--- config.mk ---
export PLATFORM = sky130hd
export DESIGN_NAME = simon_game_ctrl
export DESIGN_NICKNAME = d
export VERILOG_FILES = /design/src/rtl/simon_game_ctrl.sv
export SDC_FILE = /design/constraint.sdc
export NUM_CORES = 1
export LEC_CHECK = 0
export ABC_CLOCK_PERIOD_IN_PS = 2400
export CAP_MARGIN = 40
export CORE_MARGIN = 2
export CORE_UTILIZATION = 32
export CTS_BUF_LIST = sky130_fd_sc_hd__clkbuf_4 sky130_fd_sc_hd__clkbuf_8
export DETAILED_ROUTE_END_ITERATION = 12
export GPL_ROUTABILITY_DRIVEN = 0
export PLACE_DENSITY_LB_ADDON = 0.25
export RECOVER_POWER = 25
export SETUP_SLACK_MARGIN = 0.15
export SLEW_MARGIN = 10
export SYNTH_ARGS = -nofsm -noshare
export SYNTH_HDL_FRONTEND = slang
export SYNTH_SLANG_ARGS = --single-unit
--- constraint.sdc ---
create_clock -name clk -period 2.4 [get_ports clk]
set_input_delay 0.24 -clock clk [delete_from_list [all_inputs] [get_ports clk]]
set_output_delay 0.24 -clock clk [all_outputs]
set_load 0.03 [all_outputs]
--- src/rtl/simon_game_ctrl.sv ---
// Simon Says game sequencer: plays the pattern via the blinker, then checks player presses.
// Optional input timeout is enabled by defining INPUT_TIMEOUT_EN.
module simon_game_ctrl #(
    parameter int unsigned ms         = 1_000_000,
    parameter int unsigned MAX_LEVEL  = 10,
    parameter int unsigned GAP_MS     = 20,
    parameter int unsigned TIMEOUT_MS = 150
) (
    input  logic       clk,
    input  logic       reset,
    input  logic       start,
    input  logic [3:0] btn,
    input  logic       blink_done,
    input  logic [3:0] blink_count,
    input  logic [1:0] mem_led,
    output logic       blink_on_off,
    output logic [3:0] level,
    output logic [3:0] mem_addr,
    output logic [3:0] score,
    output logic       win,
    output logic       lose
);

    localparam int unsigned GAP_CYC = GAP_MS * ms;
    localparam logic [3:0]  MAX_LVL = 4'(MAX_LEVEL);

    // Elaboration-time sanity of the configuration
    if (MAX_LEVEL == 0 || MAX_LEVEL > 15 || GAP_CYC == 0 || TIMEOUT_MS * ms == 0) begin : g_bad_cfg
        $error("simon_game_ctrl: illegal parameter configuration");
    end

    typedef enum logic [3:0] {
        S_IDLE,
        S_SHOW,
        S_RELEASE,
        S_WAIT_IN,
        S_CHECK,
        S_LEVEL_UP,
        S_GAP,
        S_WIN,
        S_LOSE
    } state_t;

    state_t      state, state_nx;
    logic [3:0]  level_nx, score_nx;
    logic [3:0]  idx, idx_nx;
    logic [3:0]  btn_q, btn_q_nx;
    logic [31:0] gap_cnt, gap_cnt_nx;
    logic [3:0]  expect_c;
`ifdef INPUT_TIMEOUT_EN
    localparam int unsigned TIMEOUT_CYC = TIMEOUT_MS * ms;
    logic [31:0] timer, timer_nx;
`endif

    // Shared memory address: playback owns it in SHOW, the checker in WAIT_IN/CHECK
    always_comb begin
        mem_addr = '0;
        case (state)
            S_SHOW:             mem_addr = blink_count;
            S_WAIT_IN, S_CHECK: mem_addr = idx;
            default:            mem_addr = '0;
        endcase
    end

    always_comb begin
        state_nx   = state;
        level_nx   = level;
        score_nx   = score;
        idx_nx     = idx;
        btn_q_nx   = btn_q;
        gap_cnt_nx = gap_cnt;
`ifdef INPUT_TIMEOUT_EN
        timer_nx   = timer;
`endif
        expect_c   = 4'b0001 << mem_led;
        case (state)
            S_IDLE, S_WIN, S_LOSE: begin
                if (start) begin
                    state_nx = S_SHOW;
                    level_nx = 4'd1;
                    score_nx = '0;
                end
            end
            S_SHOW: begin
                if (blink_done) state_nx = S_RELEASE;
            end
            S_RELEASE: begin
                idx_nx   = '0;
`ifdef INPUT_TIMEOUT_EN
                timer_nx = '0;
`endif
                state_nx = S_WAIT_IN;
            end
            S_WAIT_IN: begin
                // A press beats a coinciding timeout
                if (btn != 4'd0) begin
                    btn_q_nx = btn;
`ifdef INPUT_TIMEOUT_EN
                    timer_nx = '0;
`endif
                    state_nx = S_CHECK;
                end
`ifdef INPUT_TIMEOUT_EN
                else if (timer == 32'(TIMEOUT_CYC - 1)) begin
                    state_nx = S_LOSE;
                end else begin
                    timer_nx = timer + 32'd1;
                end
`endif
            end
            S_CHECK: begin
                // expect_c is one-hot, so a multi-bit press can never match
                if (btn_q != expect_c) begin
                    state_nx = S_LOSE;
                end else if (idx + 4'd1 == level) begin
                    state_nx = S_LEVEL_UP;
                end else begin
                    idx_nx   = idx + 4'd1;
`ifdef INPUT_TIMEOUT_EN
                    timer_nx = '0;
`endif
                    state_nx = S_WAIT_IN;
                end
            end
            S_LEVEL_UP: begin
                score_nx = level;
                if (level == MAX_LVL) begin
                    state_nx = S_WIN;
                end else begin
                    level_nx   = level + 4'd1;
                    gap_cnt_nx = '0;
                    state_nx   = S_GAP;
                end
            end
            S_GAP: begin
                if (gap_cnt == 32'(GAP_CYC - 1)) state_nx = S_SHOW;
                else                             gap_cnt_nx = gap_cnt + 32'd1;
            end
            default: state_nx = S_IDLE;
        endcase
    end

    // State and registered outputs, the latter decoded from the next state
    always_ff @(posedge clk or negedge reset) begin
        if (!reset) begin
            state        <= S_IDLE;
            level        <= 4'd1;
            score        <= '0;
            idx          <= '0;
            btn_q        <= '0;
            gap_cnt      <= '0;
`ifdef INPUT_TIMEOUT_EN
            timer        <= '0;
`endif
            blink_on_off <= 1'b0;
            win          <= 1'b0;
            lose         <= 1'b0;
        end else begin
            state        <= state_nx;
            level        <= level_nx;
            score        <= score_nx;
            idx          <= idx_nx;
            btn_q        <= btn_q_nx;
            gap_cnt      <= gap_cnt_nx;
`ifdef INPUT_TIMEOUT_EN
            timer        <= timer_nx;
`endif
            blink_on_off <= (state_nx == S_SHOW);
            win          <= (state_nx == S_WIN);
            lose         <= (state_nx == S_LOSE);
        end
    end

endmodule

==> results.json, run 1 <==
{
  "relSlewSlack": 0.525,
  "r2r-start": "gap_cnt[0]$_DFFE_PN0P_",
  "r2r_slack_ns": 0.37,
  "fin_nets": 395,
  "cts_tree": "done",
  "pwr-share-clk": 0.204,
  "synthTopCellsByArea": "dfrtp_1 42%, nand2_1 3.5%, a21oi_1 3.3%",
  "switching_share": 0.383,
  "dp_hpwl_um": 5430,
  "synth_area_um2": 3180,
  "combPwrFrac": 0.412,
  "viasPerCell": 5.18,
  "setup_ws_ns": 0.368,
  "first_pass_iters": 4,
  "synth_fp_nets": 359,
  "crit_path_end_kind": "register",
  "grt.overflow.total": 0,
  "clk_latency_ns": 0.32,
  "syn_avg_cell_area_um2": 9.33,
  "arrival_ns": 2.28,
  "grt_pass1_vias": 2649,
  "synth-seq-area-share": 0.433,
  "drive_gt1_frac": 0.101,
  "routed-via-count": 2646,
  "crit_required_ns": 2.65,
  "setup-tns-final_ns": 0,
  "p_int_mw": 1.93,
  "leakagePower_nw": 1.61,
  "max_freq_mhz": 492,
  "synthMuxAreaShare": 0.0287,
  "synth_xor_area_frac": 0.0551,
  "synth_edf_count": 0,
  "cts_made_buffers": 5,
  "fin_util": 0.392,
  "synth_cells": 341,
  "multi_input_comb_area_um2": 1710,
  "portBuffers": 28,
  "drt_iter0_markers": 127,
  "fillers": 1027,
  "synth-compound-area-share": 0.158,
  "yosysWarningCount": 0,
  "grt_max_degree": 27,
  "fp.coreArea_um2": 9730,
  "fp.dieH_um": 104,
  "finalSetupViolCount": 0,
  "routed_wirelength_um": 7350,
  "cts_buffer_depth": 2,
  "power.switching_mw": 1.20,
  "post-place-cells": 502,
  "path_class": "register to register",
  "finalHoldViolations": 0,
  "clkTransAtPathRegs_ns": 0.10,
  "wl_per_cell_um": 14.4,
  "synthSimpleGateAreaFrac": 0.277,
  "synth_top_family_by_area": "simple AND/OR/NAND/NOR gates",
  "ios": 29,
  "fin_skew_ns": 0.0131,
  "maxSlewViolCount": 0,
  "cts_max_level": 2,
  "cts_sinks": 55,
  "ys_seq_elements": 55,
  "drc_errors": 0,
  "synth_top_area_cell": "dfrtp_1",
  "post-place-ws_ns": 0.111,
  "worstMarginPinSlew_ns": 0.713,
  "initial_core_util": 0.327,
  "die_area_um2": 10800,
  "timing.rr.end": "gap_cnt[10]$_DFFE_PN0P_",
  "vdd_drop_max_v": 0.000434,
  "grt_usage": 0.142,
  "hp-class": "input port to async pin",
  "power_frac_seq": 0.384,
  "drv_cap": 0,
  "num_rows": 36,
  "ff_latch_area_um2": 1380,
  "antennaDiodeCount": 0,
  "critPathMaxFanout": 26,
  "synth_fa_ha_area_frac": 0.0157,
  "p_per_area_nw_per_um2": 818,
  "ys_types": 61,
  "outcome": "finished clean",
  "area_delta_synth_final_pct": 19.9,
  "die_x_um": 104,
  "rsz0062_at_grt": "no",
  "crit_path_start_kind": "register",
  "async_flop_share": 1.00,
  "drtAntennaViolNets": 0,
  "antenna_found_initial": 0,
  "period_minus_slack_ns": 2.03,
  "final_cells": 511,
  "timing.final.crit_share": 0.847,
  "synth_top_area_frac": 0.425,
  "grt_pass1_wl_um": 12800,
  "postCtsSetupRepairBufs": 0,
  "ys.flop_type": "dfrtp_1",
  "reg2reg_depth": 7,
  "cts-root-buf": "clkbuf_8"
}
==> layer usage <==
metal	routed length, µm	GRT usage
met1	3590	0.198
met2	3490	0.231
met3	221	0.0233
met4	49	0.0376
met5	0	0
==> sequential cells by signal (all words and copies together), names as in the netlist <==
register,cells
idx,4
lose,1
win,1
gap_cnt,32
blink_on_off,1
level,4
btn_q,4
score,4
state,4
==> worst max-delay path by stage <==
stage,from,to,slack (ns),cells after the start
4_1_cts,state[2]$_DFF_PN0_,mem_addr[1],0.13,5
5_1_grt,gap_cnt[0]$_DFFE_PN0P_,gap_cnt[30]$_DFFE_PN0P_,0.19,6
3_3_place_gp,mem_led[1],idx[3]$_DFFE_PN0P_,0.14,6
6_report,gap_cnt[0]$_DFFE_PN0P_,gap_cnt[10]$_DFFE_PN0P_,0.37,7
2_1_floorplan,level[0]$_DFFE_PN1P_,gap_cnt[25]$_DFFE_PN0P_,0.36,7
3_5_place_dp,mem_led[1],idx[3]$_DFFE_PN0P_,0.11,6
==> cells by family (layout without fill, tap and decap cells) <==
kind of cell,after synthesis,after routing
AND/OR/NAND/NOR,153,153
AO/OA/AOI/OAI,75,75
flip-flops,55,55
buffers and inverters,25,62
XOR/XNOR,20,20
multiplexers,9,9
adder cells (fa/ha/maj),4,4
==> worst max-delay path, cell delays in order, from the launching register on <==
cell and delay (ns):
dfrtp_1 0.43, ha_1 0.26, and3_1 0.21, nand4_1 0.13, o21ai_1 0.09, buf_4 0.22, or4_1 0.48, a21oi_1 0.15
==> what timing repair did <==
item,4_1_cts,5_1_grt
resized for setup,3,2
pin swaps,0,0
cloned,0,0
hold buffers,1,0
endpoints found under the setup margin,4,2
hold endpoints to repair,9,0
==> cell usage after synthesis, types with 2 or more instances <==
master / count
o211ai_1: 3
or4_1: 5
a31oi_1: 2
clkbuf_1: 7
or3_1: 10
and3_1: 5
a22o_1: 3
nor2_1: 27
o21ai_0: 3
buf_1: 3
nand4_1: 12
nor4b_1: 2
and2_1: 3
nor3_1: 10
dfrtp_1: 54
a21oi_1: 21
xnor2_1: 11
o21a_1: 4
xor2_1: 9
o31ai_1: 6
nand2b_1: 6
o21ai_1: 18
nor4_1: 5
a31o_1: 2
buf_2: 5
and4_1: 7
ha_1: 4
nor2b_1: 2
mux2i_1: 8
nand3b_1: 3
nand2_1: 30
nand3_1: 14
a211oi_1: 2
inv_1: 8
==> area by class of cell <==
| class | instances | share of cell area |
|---|---|---|
| Sequential cell | 55 | 0.361 |
| Clock inverter | 2 | 0.00984 |
| Inverter | 9 | 0.00885 |
| Clock buffer | 6 | 0.0200 |
| Tap cell | 133 | 0.0436 |
| Timing Repair Buffer | 45 | 0.110 |
| Multi-Input combinational cell | 261 | 0.447 |
==> power by group through the flow <==
stage	Sequential (mW)	Combinational (mW)	Clock (mW)
5_1_grt	1.22	1.42	0.687
2_1_floorplan	1.31	0.721	0
3_5_place_dp	1.22	1.30	0
6_report	1.20	1.29	0.636
4_1_cts	1.20	1.30	0.653
3_3_place_gp	1.22	1.28	0
==> per-stage QoR <==
step	power, mW	area, µm²	hold slack (ns)
after floorplan	2.03	3180	-0.0556
after global placement	2.50	3690	0.147
after global routing	3.33	3820	0.535
after CTS	3.15	3810	0.342
final	3.12	3820	0.480
after detailed placement	2.52	3690	0.144
==> layout by cell type (no fill, tap or decap), types with 6 or more instances in the layout <==
| cell | count |
|---|---|
| buf_4 | 15 |
| nand4_1 | 12 |
| nor3_1 | 9 |
| mux2i_1 | 8 |
| nand2b_1 | 6 |
| xor2_1 | 9 |
| o31ai_1 | 6 |
| o21ai_1 | 18 |
| and4_1 | 7 |
| clkdlybuf4s50_1 | 23 |
| xnor2_1 | 11 |
| or3_1 | 10 |
| nor2_1 | 27 |
| nand3_1 | 14 |
| nand2_1 | 30 |
| inv_1 | 8 |
| a21oi_1 | 21 |
| dfrtp_1 | 54 |
No activity file was read; power rests on OpenSTA's default activity.
==> inputs of run 2 (changes only) <==
- ABC_CLOCK_PERIOD_IN_PS: 2400 -> 1800
- clock period: 2.4 -> 1.8 ns (I/O delays scaled with it)
==> run 2 against run 1 <==
Global-route usage up 2.6 points. Register-to-register slack worse by 0.47 ns. Critical path type unchanged. First-iteration DRC count down 26%. Combinational power up 110%. Sequential share of layout area down 9.0 points. Flip-flop and latch count unchanged. Cell area up 34%. Cell count up 17%. Critical endpoint is now idx[3]$_DFFE_PN0P_. Via count up 19%. Hold slack better by 0.015 ns. The flow now finishes with violations (setup timing). Highest routed layer unchanged. Clock skew down 0.0042 ns.
==> results.json, run 2 (same netlist as run 1, synthesis figures left out) <==
{
  "cp-endpoint": "idx[3]$_DFFE_PN0P_",
  "drv_cap": 0,
  "fin_skew_ns": 0.00898,
  "switching_share": 0.396,
  "r2r_slack_ns": -0.10,
  "viasPerCell": 5.24,
  "placed_area_um2": 4220,
  "violations": "setup timing",
  "antenna_found_initial": 0,
  "r2r-start": "btn_q[3]$_DFFE_PN0P_",
  "portBuffers": 28,
  "p_per_area_nw_per_um2": 969,
  "finalSetupViolCount": 7,
  "outcome": "finished with violations",
  "setup_ws_ns": -0.103,
  "maxSlewViolCount": 0,
  "num_rows": 36,
  "drtAntennaViolNets": 0,
  "worstMarginPinSlew_ns": 1.09,
  "power.switching_mw": 1.96,
  "cts_buffer_depth": 2,
  "path_class": "register to register",
  "cp_slowest_cell": "a2111oi_4",
  "die_x_um": 104,
  "grt_max_degree": 38,
  "critPathBufInv": 0,
  "drt_iter0_markers": 94,
  "finalInstanceArea_um2": 5110,
  "cp_top_family": "compound AO/OA/AOI/OAI gates",
  "layout_common_cells": "75 x buf_4, 50 x dfrtp_1, 29 x buf_6",
  "routed_wirelength_um": 8960,
  "power_frac_seq": 0.312,
  "reg2reg_depth": 4,
  "cp-startpoint": "btn_q[3]$_DFFE_PN0P_",
  "initial_core_util": 0.327,
  "leakagePower_nw": 2.22,
  "cts_sinks": 55,
  "max_freq_mhz": 525,
  "crit_path_end_kind": "register",
  "routed-via-count": 3141,
  "antennaDiodeCount": 0,
  "post-place-cells": 562,
  "drc_errors": 0,
  "die_area_um2": 10800,
  "crit_required_ns": 2.01,
  "fp.coreArea_um2": 9730,
  "fin_nets": 484,
  "area_delta_synth_final_pct": 60.6,
  "relSlewSlack": 0.271,
  "cts-root-buf": "clkbuf_8",
  "pwr-share-clk": 0.147,
  "worst_path_largest_cell_delay_ns": 0.43,
  "timing.final.crit_share": 1.06,
  "ios": 29,
  "clkTransAtPathRegs_ns": 0.10,
  "hp-class": "input port to register",
  "fp.dieH_um": 104,
  "clk_latency_ns": 0.32,
  "crit_path_start_kind": "register",
  "first_pass_iters": 4,
  "mostFrequentLayoutCell": "buf_4",
  "cts_tree": "done",
  "worstPathCellList": "or3b_4 -> a2111oi_4 -> o211ai_4 -> o41ai_1",
  "grt.overflow.total": 0,
  "largest_reg_flops": 32,
  "critPathMaxFanout": 5,
  "dp_hpwl_um": 5950,
  "wl_per_cell_um": 14.9,
  "rsz0062_at_grt": "yes",
  "min_from": "btn[0]",
  "grt_pass1_vias": 3100,
  "grt_pass1_wl_um": 14900,
  "fillers": 898,
  "timing.rr.end": "idx[3]$_DFFE_PN0P_",
  "cts_max_level": 2,
  "fin_util": 0.525,
  "vdd_drop_max_v": 0.000710,
  "hold_ws_ns": 0.496,
  "drive_gt1_frac": 0.469,
  "cp.depth": 4,
  "final_cells": 600,
  "p_int_mw": 2.99,
  "whs_path_depth": 2,
  "arrival_ns": 2.11,
  "combPwrFrac": 0.542,
  "period_minus_slack_ns": 1.90,
  "grt_usage": 0.168,
  "finalHoldViolations": 0,
  "regMostFlops": "gap_cnt",
  "cts_made_buffers": 5
}
run 2: changes by cell type in the layout (fill, tap and decap cells not counted), moves of 5 or more:
cell,change
nor2_1,-18
nor3_4,+5
o21ai_1,-5
buf_4,+60
nor2_2,+11
nor2_4,+7
and4_1,-5
nor4_1,-5
buf_6,+29
a21oi_2,+11
nor3_1,-6
a21oi_1,-12
run 2: per-layer routing:
layer	up-vias	GRT usage	wire, µm
met5	-	0	0
met4	0	0.0492	136
met3	16	0.0315	249
met2	55	0.287	4470
met1	1563	0.218	4100
li1	1507	-	-
run 2: repair_timing:
| item | CTS | global route |
|---|---|---|
| gates resized for setup | 67 | 69 |
| pin swaps | 36 | 44 |
| cloned | 1 | 0 |
| buffers inserted | 15 | 13 |
| hold buffers | 1 | 0 |
| setup endpoints to repair | 54 | 56 |
| endpoints found under the hold margin | 18 | 0 |
run 2: worst min-delay path by stage:
stage,to,slack [ns]
floorplan,blink_on_off$_DFF_PN0_,-0.12
global placement,score[3]$_DFFE_PN0P_,0.16
detailed placement,score[2]$_DFFE_PN0P_,0.17
CTS,score[3]$_DFFE_PN0P_,0.35
global route,btn_q[0]$_DFFE_PN0P_,0.51
finish,btn_q[0]$_DFFE_PN0P_,0.50
run 2: cell type report:
class	count	area [µm²]	share of cell area
Multi-Input combinational cell	261	2200	0.430
Timing Repair Buffer	134	1240	0.243
Tap cell	133	166	0.0326
Inverter	9	36.3	0.00710
Sequential cell	55	1380	0.271
Clock buffer	7	83.8	0.0164
Clock inverter	1	5.00	0.000979
run 2: power groups by stage:
stage	combinational, mW	sequential, mW	clock [mW]
2_1_floorplan	1.06	1.75	0
3_3_place_gp	2.12	1.56	0
3_5_place_dp	2.14	1.56	0
4_1_cts	2.45	1.54	0.749
5_1_grt	2.88	1.57	0.786
6_report	2.68	1.54	0.727
run 2: through the flow:
step                      TNS [ns]  total power [mW]  worst slack [ns]
after floorplan             -0.151              2.81           -0.0578
after CTS                   -0.147              4.74           -0.0457
after global routing         -2.39              5.23            -0.193
after global placement       -2.36              3.67            -0.338
final                       -0.373              4.95            -0.103
after detailed placement     -3.44              3.71            -0.358
